**src/rtl/lwlw_monitor_pkg.sv**
```systemverilog
// Shared types and helpers for the lwlw report collector: property/report
// geometry, the collector mode enum and the event payload layout.
package lwlw_monitor_pkg;

    localparam int NUM_LTL         = 4;
    localparam int REPORTS_PER_LTL = 4;
    localparam int REPORT_W        = NUM_LTL * REPORTS_PER_LTL;
    localparam int SYMBOL_W        = 8;

    typedef enum logic [1:0] {
        ST_IDLE = 2'd0,
        ST_MON  = 2'd1,
        ST_HALT = 2'd2
    } mon_state_e;

    // Symbol/report part of an event; the timestamp is prepended by the
    // top level because its width is a module parameter.
    typedef struct packed {
        logic [SYMBOL_W-1:0] symbol;
        logic [REPORT_W-1:0] report;
    } evt_payload_t;

    // One bit per property: set when any of that property's report nodes fired.
    function automatic logic [NUM_LTL-1:0] prop_hits(input logic [REPORT_W-1:0] report);
        logic [NUM_LTL-1:0] hits;
        hits = '0;
        for (int p = 0; p < NUM_LTL; p++) begin
            hits[p] = |report[p*REPORTS_PER_LTL +: REPORTS_PER_LTL];
        end
        return hits;
    endfunction

endpackage

```
**src/rtl/lwlw_evt_fifo.sv**
```systemverilog
// Generic synchronous FIFO with flush and occupancy output. Pointers carry
// one extra wrap bit so full and empty are distinguishable without a counter.
module lwlw_evt_fifo #(
    parameter int DEPTH = 8,
    parameter int WIDTH = 40,
    localparam int AW   = $clog2(DEPTH)
) (
    input  logic             clk_i,
    input  logic             rst_ni,
    input  logic             flush_i,
    input  logic             push_i,
    input  logic             pop_i,
    input  logic [WIDTH-1:0] data_i,
    output logic [WIDTH-1:0] data_o,
    output logic             valid_o,
    output logic             full_o,
    output logic [AW:0]      level_o
);

    logic [AW:0]      wptr_q, wptr_d;
    logic [AW:0]      rptr_q, rptr_d;
    logic [WIDTH-1:0] mem_q [DEPTH];
    logic             empty;
    logic             do_push;
    logic             do_pop;

    assign empty   = (wptr_q == rptr_q);
    assign full_o  = (wptr_q[AW] != rptr_q[AW]) && (wptr_q[AW-1:0] == rptr_q[AW-1:0]);
    assign valid_o = ~empty;
    assign level_o = wptr_q - rptr_q;
    assign data_o  = mem_q[rptr_q[AW-1:0]];

    // A pop frees the head slot this cycle, so a full FIFO may still accept a push.
    assign do_pop  = pop_i & ~empty & ~flush_i;
    assign do_push = push_i & (~full_o | do_pop) & ~flush_i;

    // Pointer next-state: flush empties the FIFO by aligning read onto write.
    always_comb begin
        wptr_d = wptr_q;
        rptr_d = rptr_q;
        if (flush_i) begin
            rptr_d = wptr_q;
        end else begin
            if (do_push) wptr_d = wptr_q + 1'b1;
            if (do_pop)  rptr_d = rptr_q + 1'b1;
        end
    end

    // Pointer registers.
    always_ff @(posedge clk_i or negedge rst_ni) begin
        if (!rst_ni) begin
            wptr_q <= '0;
            rptr_q <= '0;
        end else begin
            wptr_q <= wptr_d;
            rptr_q <= rptr_d;
        end
    end

    // Entry storage; cleared on reset so the head output reads zero afterwards.
    always_ff @(posedge clk_i or negedge rst_ni) begin
        if (!rst_ni) begin
            for (int i = 0; i < DEPTH; i++) mem_q[i] <= '0;
        end else if (do_push) begin
            mem_q[wptr_q[AW-1:0]] <= data_i;
        end
    end

endmodule

```
**src/rtl/lwlw_report_collector.sv**
```systemverilog
// Collects lwlw automata report lines into sticky violation flags,
// saturating hit/drop counters, an interrupt and a timestamped event FIFO.
module lwlw_report_collector
    import lwlw_monitor_pkg::*;
#(
    parameter int DEPTH = 8,
    parameter int TS_W  = 16,
    parameter int CNT_W = 16
) (
    input  logic                       clk_i,
    input  logic                       rst_ni,
    input  logic                       en_i,
    input  logic                       halt_on_viol_i,
    input  logic                       clear_i,
    input  logic [NUM_LTL-1:0]         irq_mask_i,
    input  logic                       run_i,
    input  logic                       automata_reset_i,
    input  logic [SYMBOL_W-1:0]        symbol_i,
    input  logic [REPORT_W-1:0]        report_i,
    output logic                       evt_valid_o,
    input  logic                       evt_ready_i,
    output logic [TS_W+SYMBOL_W+REPORT_W-1:0] evt_data_o,
    output logic [NUM_LTL-1:0]         viol_o,
    output logic                       irq_o,
    output logic [NUM_LTL*CNT_W-1:0]   hit_cnt_o,
    output logic [CNT_W-1:0]           ovf_cnt_o,
    output logic [1:0]                 state_o,
    output logic [$clog2(DEPTH):0]     fifo_level_o
);

    typedef struct packed {
        logic [TS_W-1:0] ts;
        evt_payload_t    payload;
    } evt_t;

    localparam int EVT_W = $bits(evt_t);

    function automatic logic [CNT_W-1:0] sat_inc(input logic [CNT_W-1:0] v);
        return (&v) ? v : v + CNT_W'(1);
    endfunction

    mon_state_e                     state_q, state_d;
    logic [TS_W-1:0]                ts_q, ts_d;
    logic [NUM_LTL-1:0]             viol_q, viol_d;
    logic [NUM_LTL-1:0][CNT_W-1:0]  hit_cnt_q, hit_cnt_d;
    logic [CNT_W-1:0]               ovf_cnt_q, ovf_cnt_d;

    logic                           hit;
    logic [NUM_LTL-1:0]             hit_props;
    logic                           fifo_full;
    logic                           pop;
    logic                           drop;
    evt_t                           evt_in;
    logic [EVT_W-1:0]               evt_out;

    // A hit only counts while monitoring on a live, non-reset symbol with no clear.
    assign hit_props = prop_hits(report_i);
    assign hit       = run_i & ~automata_reset_i & (state_q == ST_MON) & ~clear_i & (|report_i);
    assign pop       = evt_valid_o & evt_ready_i & ~clear_i;
    assign drop      = hit & fifo_full & ~pop;

    assign evt_in.ts             = ts_q;
    assign evt_in.payload.symbol = symbol_i;
    assign evt_in.payload.report = report_i;

    lwlw_evt_fifo #(
        .DEPTH (DEPTH),
        .WIDTH (EVT_W)
    ) u_fifo (
        .clk_i   (clk_i),
        .rst_ni  (rst_ni),
        .flush_i (clear_i),
        .push_i  (hit),
        .pop_i   (pop),
        .data_i  (evt_in),
        .data_o  (evt_out),
        .valid_o (evt_valid_o),
        .full_o  (fifo_full),
        .level_o (fifo_level_o)
    );

    assign evt_data_o = evt_out;
    assign viol_o     = viol_q;
    assign irq_o      = |(viol_q & irq_mask_i);
    assign hit_cnt_o  = hit_cnt_q;
    assign ovf_cnt_o  = ovf_cnt_q;
    assign state_o    = state_q;

    // Mode FSM: disable wins, then clear re-arms monitoring, then normal progression.
    always_comb begin
        state_d = state_q;
        if (!en_i) begin
            state_d = ST_IDLE;
        end else if (clear_i) begin
            state_d = ST_MON;
        end else begin
            case (state_q)
                ST_IDLE: state_d = ST_MON;
                ST_MON:  if (hit && halt_on_viol_i) state_d = ST_HALT;
                ST_HALT: state_d = ST_HALT;
                default: state_d = ST_IDLE;
            endcase
        end
    end

    // Trace timestamp: restarts on an automata reset, advances on every run cycle.
    always_comb begin
        ts_d = ts_q;
        if (run_i) begin
            ts_d = automata_reset_i ? '0 : ts_q + TS_W'(1);
        end
    end

    // Flags and counters: clear zeroes them, hits set/advance them.
    always_comb begin
        viol_d    = viol_q;
        hit_cnt_d = hit_cnt_q;
        ovf_cnt_d = ovf_cnt_q;
        if (clear_i) begin
            viol_d    = '0;
            hit_cnt_d = '0;
            ovf_cnt_d = '0;
        end else if (hit) begin
            viol_d = viol_q | hit_props;
            for (int p = 0; p < NUM_LTL; p++) begin
                if (hit_props[p]) hit_cnt_d[p] = sat_inc(hit_cnt_q[p]);
            end
            if (drop) ovf_cnt_d = sat_inc(ovf_cnt_q);
        end
    end

    // State registers.
    always_ff @(posedge clk_i or negedge rst_ni) begin
        if (!rst_ni) begin
            state_q   <= ST_IDLE;
            ts_q      <= '0;
            viol_q    <= '0;
            hit_cnt_q <= '0;
            ovf_cnt_q <= '0;
        end else begin
            state_q   <= state_d;
            ts_q      <= ts_d;
            viol_q    <= viol_d;
            hit_cnt_q <= hit_cnt_d;
            ovf_cnt_q <= ovf_cnt_d;
        end
    end

endmodule

```
**config.mk**
```make
export PLATFORM = sky130hd
export DESIGN_NAME = lwlw_report_collector
export DESIGN_NICKNAME = d
export VERILOG_FILES = /design/src/rtl/lwlw_monitor_pkg.sv /design/src/rtl/lwlw_evt_fifo.sv /design/src/rtl/lwlw_report_collector.sv
export SDC_FILE = /design/constraint.sdc
export NUM_CORES = 1
export LEC_CHECK = 0
export CORE_UTILIZATION = 63
export DETAILED_ROUTE_END_ITERATION = 8
export PLACE_DENSITY = 0.9
export SLEW_MARGIN = 20
export SYNTH_ARGS = -nofsm -noshare
export SYNTH_HDL_FRONTEND = slang
export SYNTH_SLANG_ARGS = --single-unit
```
**constraint.sdc**
```tcl
create_clock -name clk_i -period 6.5 [get_ports clk_i]
set_input_delay 1.95 -clock clk_i [delete_from_list [all_inputs] [get_ports clk_i]]
set_output_delay 1.95 -clock clk_i [all_outputs]
set_load 0.005 [all_outputs]
```
==> out/metrics.cfg, run 1 <==
[status]
status = finished, final reports clean

[final_layout]
regArea_mm2 = 0.0108
stdcell_count = 2165
nets = 1777
n_fill_cell = 1794
fin_area_mm2 = 0.0238
drive_above_1_share_pct = 25.0
multi_input_area_mm2 = 0.00903
synthToLayoutAreaGrowth_pct = 16.6

[sta]
fmax_ghz = 0.191
rsz0062_at_grt = false
tns_ns = 0
setup_violations = 0
tightest_slew_ns = 1.05
period_needed_ns = 5.24
hold_violations = 0
slew_violations = 0
maxSlewHeadroom_pct = 29.7
finalCritPeriodShare_pct = 80.7
fin_skew_ns = 0.0197

[floorplanning]
dieWidth_um = 182
start_util_pct = 64.5
fp.dieH_um = 182
core-area_mm2 = 0.0317
std_cell_rows = 65
ios = 168
die-area_mm2 = 0.0332

[logic_synthesis]
synth_cell_types = 52
synth_seq_area_share_pct = 52.6
ys.flop_type = dfrtp_1
syn_area_mm2 = 0.0204
syn_nets = 1652
ys_async_sr_fraction_pct = 100
synthesis.yosys.warnings = 0
ys_ff_latch = 430
synthCells = 1602
avgSynthCellArea_um2 = 12.8
synth_edf_count = 0

[grt]
grt_util_met3_pct = 4.65
grt_first_pass_wirelength_um = 78100
met2_usage_pct = 50.3
grt_max_degree = 141
grt_busiest_layer = met2
grt_pass1_vias = 14500
track_usage_pct = 30.0
use_met1_pct = 39.7
antenna_found_initial = 2
grt-ovfl-total = 0

[drt]
via_per_inst = 6.39
wl_um = 48600
dr.first_iter.drc_count = 1304
remaining_drc_errors = 0
drt-pass1-iter-count = 6
wl_per_cell_um = 22.4
drtAntennaViolNets = 0
vias = 13800

[job]
drv_cap = 0

[setup_path]
crit_path_top_delay_cell = dfrtp_4
reg2reg_to = u_fifo.mem_q[215]$_DFFE_PN0P_
critPathRequiredTime_ns = 4.55
r2r.worst_path.cells = 8
crit_top_cell = nand2_1
cp.depth = 5
crit_path_start = u_fifo.rptr_q[0]$_DFFE_PN0P_
crit_chain = buf_4, mux4_2, nand2_1, nand2_1, clkdlybuf4s50_1
slowest_delay_ns = 1.11
end_kind = output port
cp_max_fo = 51
start_kind = flip-flop
rr_startpoint = u_fifo.rptr_q[1]$_DFFE_PN0P_
worst-endpoint-arrival_ns = 3.29
regToRegSetupSlack_ns = 2.24
crit_path_end = evt_data_o[4]
path_class = reg -> out
critPathBufInv = 2
cpLargestDelayFamily = flip-flops

[place]
hpwl_um = 29300
portBuffers = 167
gp_congestion = 0.864
postPlaceCellArea_mm2 = 0.0223
place_inst = 2082

[cts]
cts_inserted_buffers = 45
cts.clk_slew.worst_paths_ns = 0.06
root_buffer = clkbuf_16
post_cts_buffers = 0
hold_buffers = 0
clockBufferDepth = 3
cts_sinks = 430
cts_tree = yes
clk_latency_ns = 0.57
cts_max_level = 2
cts-resized-gates = 0

[power]
total_power_mw = 8.67
p_leak_nw = 10.9
vdd_ir_drop_max_v = 0.000283
p_per_area_mw_per_mm2 = 364

[hold_path]
hp-class = reg -> reg

-- cells in the final DEF (no fill, tap or decap), drive strengths merged, types with 4 or more instances in the layout --
cell and n:
mux2i 9, xor2 13, and3 8, or4 11, nor3 29, dfrtp 430, clkinv 10, inv 33
mux4 80, nor4b 4, o22ai 12, nor4bb 4, clkdlybuf4s50 165, and4 5, a21oi 26, nand2 168
nand4 36, and2 5, nor2 82, nand3 38, nor3b 12, mux2 324, xnor2 56, or3 14
clkbuf 64, buf 31, nor2b 9, nor4 17, ha 13, o21ai 24
-- synthesized netlist by cell type, types with 3 or more instances --
cell / number / area (um2)
nor2_1: 82 / 308
and4_1: 5 / 43.8
o22ai_1: 12 / 75.1
buf_4: 16 / 120
mux2_1: 83 / 935
xor2_1: 13 / 114
nor2b_1: 9 / 56.3
a22oi_1: 3 / 22.5
and2_1: 5 / 31.3
or3_1: 14 / 87.6
buf_1: 17 / 63.8
nor4bb_1: 4 / 40.0
mux2i_1: 9 / 90.1
xnor2_1: 56 / 490
and3_1: 8 / 50.1
ha_1: 13 / 163
nor3_1: 29 / 145
inv_1: 29 / 109
clkbuf_1: 62 / 233
mux4_2: 80 / 1800
nand3_2: 3 / 30.0
mux2_2: 241 / 2710
nand2b_1: 3 / 18.8
buf_2: 18 / 90.1
nand3_1: 35 / 175
buf_6: 5 / 56.3
o21ai_0: 24 / 120
or4_1: 10 / 75.1
dfrtp_1: 430 / 10800
nand2_1: 168 / 631
nand4_1: 35 / 219
nor4b_1: 4 / 35.0
nor4_1: 17 / 106
a21oi_1: 26 / 130
nor3b_1: 11 / 82.6
-- per-stage QoR --
stage | hold slack, ns | utilization, % | setup WS [ns]
floorplan | 0.459 | - | 2.37
global placement | 0.468 | 70.4 | 0.977
detailed placement | 0.477 | 70.4 | 0.840
CTS | 0.489 | 75.2 | 1.18
global route | 0.502 | 75.2 | 1.04
finish | 0.487 | 75.2 | 1.26
-- flip-flops by register name (all words and copies together), names as in the netlist --
| signal | cells |
|---|---|
| viol_o | 4 |
| u_fifo.rptr_q | 4 |
| ts_q | 16 |
| u_fifo.wptr_q | 4 |
| u_fifo.mem_q | 320 |
| ovf_cnt_o | 16 |
| hit_cnt_o | 64 |
| state_o | 2 |
-- power by group --
group / leakage (nW) / internal (mW) / switching [mW] / total, mW
logic: 4.34 / 1.34 / 0.899 / 2.24
registers: 5.86 / 3.28 / 0.570 / 3.85
clock network: 0.737 / 1.51 / 1.08 / 2.58
-- layout make-up --
type	count	area share, %
diodes	2	0.0210
clock buffers	64	5.36
clock inverters	17	0.903
inverters	30	0.472
multi-input cells	1024	37.9
flip-flops and latches	430	45.2
well taps	402	2.11
repair buffers	196	8.08
-- worst reg2reg max path, delay by kind of cell (launching register included) --
| family | cells | cell delay, ns |
|---|---|---|
| flops | 1 | 1.05 |
| simple gates | 4 | 1.75 |
| mux | 1 | 0.35 |
| fa+ha+maj | 1 | 0.38 |
| buf+inv | 2 | 0.60 |
-- layer usage --
| layer | routed length (um) | vias up | part of all wire, % |
|---|---|---|---|
| met4 | 1760 | 0 | 3.6 |
| met2 | 24700 | 553 | 51 |
| met1 | 19200 | 7149 | 40 |
| met3 | 2950 | 133 | 6.1 |
| met5 | 0 | - | 0 |
| li1 | - | 5997 | - |
-- worst min-delay path by stage --
stage          depth (start not counted)                          start  slack [ns]                             to
2_1_floorplan                          1  u_fifo.mem_q[202]$_DFFE_PN0P_        0.46  u_fifo.mem_q[202]$_DFFE_PN0P_
3_3_place_gp                           1   u_fifo.mem_q[79]$_DFFE_PN0P_        0.47   u_fifo.mem_q[79]$_DFFE_PN0P_
3_5_place_dp                           1   u_fifo.mem_q[76]$_DFFE_PN0P_        0.48   u_fifo.mem_q[76]$_DFFE_PN0P_
4_1_cts                                1   u_fifo.mem_q[79]$_DFFE_PN0P_        0.49   u_fifo.mem_q[79]$_DFFE_PN0P_
5_1_grt                                1   u_fifo.mem_q[79]$_DFFE_PN0P_        0.50   u_fifo.mem_q[79]$_DFFE_PN0P_
6_report                               1  u_fifo.mem_q[205]$_DFFE_PN0P_        0.49  u_fifo.mem_q[205]$_DFFE_PN0P_
-- logic make-up after synthesis --
| logic type | synth area share (%) |
|---|---|
| and+or+nand+nor | 10.9 |
| DFF | 52.6 |
| muxes | 27.1 |
| buffers and inverters | 3.30 |
| AOI/OAI and AO/OA | 2.25 |
| xor gates and xnor gates | 2.96 |
| adders and majority gates | 0.893 |
(Power assumes the default switching activity.)
==> inputs of run 2 (changes only) <==
--- a/config.mk
+++ b/config.mk
@@ -5,9 +5,9 @@
 export SDC_FILE = /design/constraint.sdc
 export NUM_CORES = 1
 export LEC_CHECK = 0
-export CORE_UTILIZATION = 63
+export CORE_UTILIZATION = 53
 export DETAILED_ROUTE_END_ITERATION = 8
-export PLACE_DENSITY = 0.9
+export PLACE_DENSITY = 0.81
 export SLEW_MARGIN = 20
 export SYNTH_ARGS = -nofsm -noshare
 export SYNTH_HDL_FRONTEND = slang
==> constraint.sdc (replaced) <==
create_clock -name clk_i -period 4.36 [get_ports clk_i]
set_input_delay 1.308 -clock clk_i [delete_from_list [all_inputs] [get_ports clk_i]]
set_output_delay 1.308 -clock clk_i [all_outputs]
set_load 0.005 [all_outputs]
==> out/metrics.cfg, run 2 (synthesized netlist as in run 1, its figures left out) <==
[final_layout]
synthToLayoutAreaGrowth_pct = 19.4
drive_above_1_share_pct = 26.6
final_util_pct = 64.5
n_fill_cell = 2717
final_cell_mix = 427 x dfrtp_1, 241 x mux2_2, 165 x nand2_1, 165 x clkdlybuf4s50_1, 83 x mux2_1
regMostFlops = u_fifo.mem_q
nets = 1815
final_common_cell = dfrtp_1
largest_reg_flops = 320

[drt]
drtAntennaViolNets = 0
drt-pass1-iter-count = 7
wl_um = 47200
dr.first_iter.drc_count = 840
wl_per_cell_um = 20.5
via_per_inst = 5.92
vias = 13700
remaining_drc_errors = 0

[grt]
grt_first_pass_wirelength_um = 76800
antenna_found_initial = 1
grt-ovfl-total = 0
track_usage_pct = 25.0
grt_max_degree = 118
grt_pass1_vias = 14300

[sta]
hold_violations = 0
slew_violations = 0
setup_violations = 0
tightest_slew_ns = 0.946
fin_skew_ns = 0.0218
maxSlewHeadroom_pct = 37.0
tns_ns = 0
period_needed_ns = 4.18
fmax_ghz = 0.239
rsz0062_at_grt = false
finalCritPeriodShare_pct = 95.9

[cts]
root_buffer = clkbuf_16
clk_latency_ns = 0.58
cts_inserted_buffers = 45
cts_sinks = 430
cts_tree = yes
cts.clk_slew.worst_paths_ns = 0.06
cts_max_level = 2
clockBufferDepth = 3
cts-resized-gates = 0

[setup_path]
cp_max_fo = 31
start_kind = flip-flop
critPathRequiredTime_ns = 3.05
path_class = reg -> out
r2r.worst_path.cells = 8
rr_startpoint = u_fifo.rptr_q[1]$_DFFE_PN0P_
regToRegSetupSlack_ns = 1.29
end_kind = output port
reg2reg_to = u_fifo.mem_q[213]$_DFFE_PN0P_
worst-endpoint-arrival_ns = 2.88

[place]
gp_congestion = 0.866
hpwl_um = 30100
portBuffers = 167

[job]
drv_cap = 0

[power]
netSwitchingFraction_pct = 29.0
seqPwrFrac_pct = 43.2
p_sw_mw = 3.74
vdd_ir_drop_max_v = 0.000396
p_per_area_mw_per_mm2 = 527
clkPwrFrac_pct = 29.2
total_power_mw = 12.9
power_frac_comb_pct = 27.6
p_int_mw = 9.14
p_leak_nw = 11.2

[hold_path]
hold_path_depth = 1
hold_start = u_fifo.mem_q[75]$_DFFE_PN0P_
hp-class = reg -> reg
holdPathEnd = u_fifo.mem_q[75]$_DFFE_PN0P_

[floorplanning]
die-area_mm2 = 0.0394
core-area_mm2 = 0.0378
std_cell_rows = 71
ios = 168
start_util_pct = 54.0
dieWidth_um = 198
fp.dieH_um = 198

[status]
status = finished, final reports clean

-- run 2: cell types whose count changed in the layout (fill, tap and decap cells not counted), moves of 2 or more --
| cell | delta |
|---|---|
| clkbuf_1 | -2 |
| clkbuf_8 | -2 |
| inv_16 | -2 |
| inv_6 | +2 |
| buf_4 | +20 |
| buf_12 | +18 |
-- run 2: worst max-delay path by stage --
stage | startpoint | slack, ns | cells after the start | end
after floorplan | report_i[5] | 1.01 | 8 | u_fifo.mem_q[31]$_DFFE_PN0P_
after global placement | report_i[12] | 0.14 | 9 | u_fifo.mem_q[142]$_DFFE_PN0P_
after detailed placement | report_i[12] | 0.1 | 9 | u_fifo.mem_q[83]$_DFFE_PN0P_
after CTS | u_fifo.rptr_q[0]$_DFFE_PN0P_ | 0.05 | 5 | evt_data_o[3]
after global routing | u_fifo.rptr_q[1]$_DFFE_PN0P_ | 0.06 | 6 | fifo_level_o[3]
final | u_fifo.rptr_q[1]$_DFFE_PN0P_ | 0.18 | 6 | fifo_level_o[3]
-- run 2: repair_timing --
action                                  4_1_cts  5_1_grt
setup buffers                                 0        1
endpoints found under the setup margin        0        7
hold buffers                                  0        0
-- run 2: metal layers --
metal	wire length [um]	GRT usage, %
met2	23600	41.8
met4	1590	9.26
met1	19700	32.9
met3	2370	4.24
met5	0	0
-- run 2: final cells by class --
cell class	instances	area, um2	share of cell area (%)
flip-flops and latches	430	10800	44.1
multi-input cells	1024	9030	37.0
repair buffers	234	2440	9.98
clock buffers	60	1240	5.09
well taps	511	639	2.62
clock inverters	17	189	0.774
inverters	30	113	0.461
diodes	1	2.50	0.0102
-- run 2: worst max-delay path, stage by stage (launching register included) --
cell and delay (ns):
dfrtp_4 0.77, inv_1 0.13, ha_1 0.35, a21o_1 0.17, a21oi_1 0.20, xnor2_1 0.14, clkdlybuf4s50_1 0.56
-- run 2: through the flow --
stage / hold slack, ns / std cells / setup slack [ns] / instance area (um2)
global placement: 0.468 / 2228 / 0.143 / 23000
global route: 0.501 / 2307 / 0.0604 / 24400
detailed placement: 0.475 / 2228 / 0.0986 / 23000
floorplan: 0.459 / 1602 / 1.01 / 20400
finish: 0.485 / 2307 / 0.177 / 24400
CTS: 0.489 / 2305 / 0.0543 / 24400
-- run 2: power by group through the flow --
stage / Clock, mW / Combinational, mW / Sequential, mW
floorplan: 0 / 2.43 / 5.25
global placement: 0 / 3.41 / 5.56
detailed placement: 0 / 3.51 / 5.65
CTS: 3.83 / 3.54 / 5.59
global route: 3.99 / 3.85 / 5.69
finish: 3.76 / 3.55 / 5.57
